<file path="src/rtl/bulls_cows_pkg.sv">
// Shared types, constants and the BCD guess/secret legality check for the
// Bulls & Cows game.
package bulls_cows_pkg;

  typedef enum logic [1:0] {
    IDLE,
    PRESS_WAIT,
    PRESSED,
    RELEASE_WAIT
  } deb_state_t;

  localparam int NUM_DIGITS = 4;
  localparam int MAX_DIGIT  = 9;

  // True when all four nibbles are decimal digits and no digit repeats.
  function automatic logic digits_valid(input logic [15:0] value);
    logic [3:0] digit [NUM_DIGITS];
    logic       ok;
    ok = 1'b1;
    for (int i = 0; i < NUM_DIGITS; i++) begin
      digit[i] = value[4*i +: 4];
      if (digit[i] > 4'(MAX_DIGIT)) ok = 1'b0;
    end
    for (int i = 0; i < NUM_DIGITS; i++) begin
      for (int j = i + 1; j < NUM_DIGITS; j++) begin
        if (digit[i] == digit[j]) ok = 1'b0;
      end
    end
    return ok;
  endfunction

endpackage

</file>
<file path="src/rtl/guess_validator.sv">
// Combinational legality check of a four-digit BCD guess.
module guess_validator
  import bulls_cows_pkg::*;
(
  input  logic [15:0] value,
  output logic        ok
);

  assign ok = digits_valid(value);

endmodule

</file>
<file path="src/rtl/guess_input_ctrl.sv">
// Synchronizes and debounces the confirm button and turns each accepted press
// into a single guess_valid or guess_error pulse based on the switch value.
module guess_input_ctrl
  import bulls_cows_pkg::*;
#(
  parameter int DEBOUNCE_CYCLES = 1000000,
  parameter int CNT_W           = 20
) (
  input  logic        clock,
  input  logic        CPU_RESETN,
  input  logic        confirm,
  input  logic [15:0] SW,
  output logic [15:0] guess,
  output logic        guess_valid,
  output logic        guess_error,
  output logic        confirm_level
);

  localparam logic [CNT_W-1:0] CNT_LAST = CNT_W'(DEBOUNCE_CYCLES - 1);

  logic        conf_meta_q, conf_s_q;
  logic [15:0] sw_meta_q, sw_s_q;
  logic        sw_ok;

  deb_state_t       state_q, state_d;
  logic [CNT_W-1:0] cnt_q, cnt_d;
  logic             level_q, level_d;
  logic [15:0]      guess_q, guess_d;
  logic             valid_q, valid_d;
  logic             error_q, error_d;
  logic             accept;

  // NOTE: sequential state uses non-blocking assignments so every flop samples
  // pre-edge values; blocking here would collapse the two-stage synchronizer.
  always_ff @(posedge clock or negedge CPU_RESETN) begin
    if (!CPU_RESETN) begin
      conf_meta_q <= 1'b0;
      conf_s_q    <= 1'b0;
      sw_meta_q   <= '0;
      sw_s_q      <= '0;
    end else begin
      conf_meta_q <= confirm;
      conf_s_q    <= conf_meta_q;
      sw_meta_q   <= SW;
      sw_s_q      <= sw_meta_q;
    end
  end

  guess_validator u_validator (
    .value (sw_s_q),
    .ok    (sw_ok)
  );

  always_comb begin
    // NOTE: every signal gets a default before the case so no path leaves one
    // unassigned, which would otherwise infer a latch.
    state_d = state_q;
    cnt_d   = cnt_q;
    level_d = level_q;
    guess_d = guess_q;
    valid_d = 1'b0;
    error_d = 1'b0;
    accept  = 1'b0;

    unique case (state_q)
      IDLE: begin
        if (conf_s_q) begin
          state_d = PRESS_WAIT;
          cnt_d   = '0;
        end
      end
      PRESS_WAIT: begin
        if (!conf_s_q) begin
          state_d = IDLE;
        end else if (cnt_q == CNT_LAST) begin
          state_d = PRESSED;
          level_d = 1'b1;
          accept  = 1'b1;
        end else begin
          cnt_d = cnt_q + 1'b1;
        end
      end
      PRESSED: begin
        level_d = 1'b1;
        if (!conf_s_q) begin
          state_d = RELEASE_WAIT;
          cnt_d   = '0;
        end
      end
      RELEASE_WAIT: begin
        // A return to high inside the window is a bounce: no new event.
        if (conf_s_q) begin
          state_d = PRESSED;
        end else if (cnt_q == CNT_LAST) begin
          state_d = IDLE;
          level_d = 1'b0;
        end else begin
          cnt_d = cnt_q + 1'b1;
        end
      end
      default: state_d = IDLE;
    endcase

    if (accept) begin
      if (sw_ok) begin
        guess_d = sw_s_q;
        valid_d = 1'b1;
      end else begin
        error_d = 1'b1;
      end
    end
  end

  always_ff @(posedge clock or negedge CPU_RESETN) begin
    if (!CPU_RESETN) begin
      state_q <= IDLE;
      cnt_q   <= '0;
      level_q <= 1'b0;
      guess_q <= '0;
      valid_q <= 1'b0;
      error_q <= 1'b0;
    end else begin
      state_q <= state_d;
      cnt_q   <= cnt_d;
      level_q <= level_d;
      guess_q <= guess_d;
      valid_q <= valid_d;
      error_q <= error_d;
    end
  end

  assign guess         = guess_q;
  assign guess_valid   = valid_q;
  assign guess_error   = error_q;
  assign confirm_level = level_q;

endmodule

</file>
<file path="config.mk">
export PLATFORM = sky130hd
export DESIGN_NAME = guess_input_ctrl
export DESIGN_NICKNAME = d
export VERILOG_FILES = /design/src/rtl/bulls_cows_pkg.sv /design/src/rtl/guess_validator.sv /design/src/rtl/guess_input_ctrl.sv
export SDC_FILE = /design/constraint.sdc
export NUM_CORES = 1
export LEC_CHECK = 0
export BUFFER_PORTS_ARGS = -buffer_cell sky130_fd_sc_hd__buf_2
export CAP_MARGIN = 20
export CORE_UTILIZATION = 34
export CTS_CLUSTER_DIAMETER = 40
export DETAILED_ROUTE_END_ITERATION = 8
export PLACE_DENSITY = 0.51
export SLEW_MARGIN = 25
export SYNTH_ARGS = -nofsm -noshare
export SYNTH_HDL_FRONTEND = slang
export SYNTH_SLANG_ARGS = --single-unit
export TNS_END_PERCENT = 20
</file>
<file path="constraint.sdc">
create_clock -name clock -period 2.9 [get_ports clock]
set_clock_uncertainty 0.1 [all_clocks]
set_input_delay 0.58 -clock clock [delete_from_list [all_inputs] [get_ports clock]]
set_output_delay 0.58 -clock clock [all_outputs]
set_load 0.01 [all_outputs]
</file>
==> flow_metrics.env <==
export IMPL_final_antenna_net_count=0
export IMPL_min_period_over_period_pct=89.09
export IMPL_post_cts_repair_setup_buffers=0
export IMPL_grt_pass1_vias=2082
export IMPL_grt_setup_unrepaired="no"
export IMPL_p_int_w=0.001776
export IMPL_finalWorstSetupSlack_ps=316.3
export IMPL_track_usage_pct=13.21
export IMPL_vias=2015
export IMPL_clockPowerShare_pct=36.2
export IMPL_synth_net_count=279
export IMPL_drt_initial_drc_count=64
export IMPL_yosys_register_bits=75
export IMPL_worstPathRequired_ps=3060
export IMPL_drt_pass1_iterations=4
export IMPL_powerDensity_mw_per_mm2=664.4
export IMPL_path_max_fanout=8
export IMPL_cts_made_buffers=9
export IMPL_wl_um=5914
export IMPL_fin_crit_ps=2584
export IMPL_sw_frac_of_total_pct=28.70
export IMPL_worst_slew_pin_slew_ps=694.1
export IMPL_port_buffers=37
export IMPL_p_leak_nw=1.768
export IMPL_max_cap_violations=0
export IMPL_die_area_mm2=0.009790
export IMPL_ys_flop_type="dfrtp_1"
export IMPL_path_class="reg -> reg"
export IMPL_cts_resized=0
export IMPL_overflow=0
export IMPL_worstReg2RegStart="state_q[0]"
export IMPL_r2r_end="cnt_q[10]"
export IMPL_pwr_share_comb_pct=16.4
export IMPL_synth_area_per_cell_um2=12.53
export IMPL_nFillCells=867
export IMPL_fin_area_mm2=0.003750
export IMPL_place_ws_ps=352.6
export IMPL_dpl_cell_count=398
export IMPL_cts_tree="built"
export IMPL_synth_cell_type_count=38
export IMPL_start_util_pct=34.91
export IMPL_setup_worst_path_end_class="flip-flop"
export IMPL_slew_violations=0
export IMPL_grt_max_degree=76
export IMPL_final_cell_mix="dfrtp_1, buf_2, xor2_1"
export IMPL_routabilityCongestion=0.7822
export IMPL_setup_tns_ps=0
export IMPL_clk_pin_slew_worst_paths_ps=80
export IMPL_synth_edff_count=0
export IMPL_netlist_area_mm2=0.003196
export IMPL_power_frac_seq_pct=47.5
export IMPL_fmax_mhz=387.0
export IMPL_core_area_mm2=0.009153
export IMPL_htree_levels=3
export IMPL_setup_violations=0
export IMPL_rows=35
export IMPL_hold_class="in -> async"
export IMPL_cts_sinks=75
export IMPL_insertion_delay_ps=350
export IMPL_ys_seq_area_share_pct=58.73
export IMPL_final_nets=323
export IMPL_final_cells=415
export IMPL_die_w_um=98.95
export IMPL_ir_worst_vdd_v=0.0002387
export IMPL_die_h_um=98.95
export IMPL_r2r_cells=7
export IMPL_cts_root_buf="clkbuf_8"
export IMPL_area_delta_synth_final_pct=17.35
export IMPL_grt_pass1_wl_um=9894
export IMPL_synthCells=255
export IMPL_relSlewSlack_pct=53.73
export IMPL_critPathArrivalTime_ps=2750
export IMPL_vias_per_cell=4.855
export IMPL_place_area_mm2=0.003496
export IMPL_layout_commonest_cell="dfrtp_1"
export IMPL_antenna_cells=0
export IMPL_crit_path_start_kind="flip-flop"
export IMPL_hpwl_um=4020
export IMPL_wire_per_inst_um=14.25
export IMPL_hold_viol_final=0
export IMPL_clockBufferDepth=2
export IMPL_async_flop_share_pct=100.0
export IMPL_p_switching_w=0.0007150
export IMPL_drc=0
export IMPL_io_pins=38
export IMPL_status="finished, final reports clean"
export IMPL_ff2ff_setup_slack_ps=320
export IMPL_ys_warn_count=0
export IMPL_drive_gt1_share_pct=25.00
export IMPL_antenna_found_initial=0
export IMPL_cts_hold_buffers=0
final cells by class:
type / instances / area [um^2] / share of cell area (%)
clock buffer: 11 / 141.4 / 3.770
clock inverter: 5 / 85.08 / 2.269
inverter: 8 / 30.03 / 0.8008
multi-input combinational: 167 / 1262 / 33.67
sequential: 75 / 1877 / 50.05
tap: 111 / 138.9 / 3.704
timing repair buffer: 38 / 215.2 / 5.739
worst max path at each step:
stage	startpoint	endpoint	slack, ps	cells past startpoint
final	state_q[0]	cnt_q[10]	320	7
after global routing	state_q[0]	cnt_q[10]	170	7
after CTS	state_q[0]	cnt_q[10]	320	7
after detailed placement	cnt_q[0]	guess[5]	350	6
after global placement	cnt_q[0]	guess[6]	370	6
after floorplan	state_q[0]	cnt_q[16]	650	7
cell usage after synthesis (2+ instances only):
cell	n	area, um^2
nor4_1	8	50.05
nand2_1	9	33.78
clkbuf_1	4	15.01
o21ai_0	14	70.07
mux2i_1	2	20.02
and3_1	3	18.77
or3_1	6	37.54
nor3_1	2	10.01
o211ai_1	4	30.03
nor2_1	20	75.07
xnor2_1	2	17.52
mux2_2	8	90.09
mux2_4	9	135.1
nand4_1	4	25.02
a21oi_1	9	45.04
nand3_1	8	40.04
xor2_1	34	297.8
ha_1	5	62.56
inv_1	8	30.03
o31ai_1	2	15.01
dfrtp_1	75	1877
o2111ai_1	3	26.28
flip-flops by register name, summed over array words and instances (netlist names), named ones only:
name	count
conf_meta_q	1
sw_meta_q	16
state_q	1
guess	16
confirm_level	1
cnt_q	20
guess_error	1
sw_s_q	16
conf_s_q	1
guess_valid	1
per-layer routing:
metal | share of wire (%) | GRT usage (%)
met2 | 48 | 21.19
met1 | 46 | 16.45
met3 | 5.0 | 4.397
met4 | 0.81 | 5.166
met5 | 0 | 0
kinds of logic after synthesis:
| group | count (synthesis) | share of synthesized area [%] |
|---|---|---|
| AOI/OAI and AO/OA | 38 | 7.988 |
| xor gates and xnor gates | 36 | 9.867 |
| adders and majority gates | 5 | 1.958 |
| buffers and inverters | 13 | 1.762 |
| DFF | 75 | 58.73 |
| muxes | 19 | 7.674 |
| and+or+nand+nor | 69 | 12.02 |
power by group through the flow:
stage               registers, W  logic [W]  clock network (W)
floorplan                0.00119   0.000295                  0
global placement         0.00120   0.000410                  0
detailed placement       0.00120   0.000403                  0
CTS                      0.00118   0.000406           0.000934
global route             0.00119   0.000463           0.000985
finish                   0.00118   0.000408           0.000901
worst max-delay path, stage by stage (launching register included):
cell and delay, ps:
dfrtp_1 420, inv_1 110, ha_1 240, or3b_2 500, a21oi_1 290, o211ai_1 290, or3_1 380, a21oi_1 160
stage by stage:
stage / utilization (%) / total power (W) / hold WS (ps)
6_report: 40.97 / 0.002492 / 43.58
5_1_grt: 40.97 / 0.002642 / 52.11
4_1_cts: 40.67 / 0.002523 / 215.2
3_5_place_dp: 38.20 / 0.001606 / 234.7
3_3_place_gp: 38.20 / 0.001610 / 233.3
2_1_floorplan: - / 0.001482 / 184.4
Note: power is estimated with default switching activity, not from simulation.
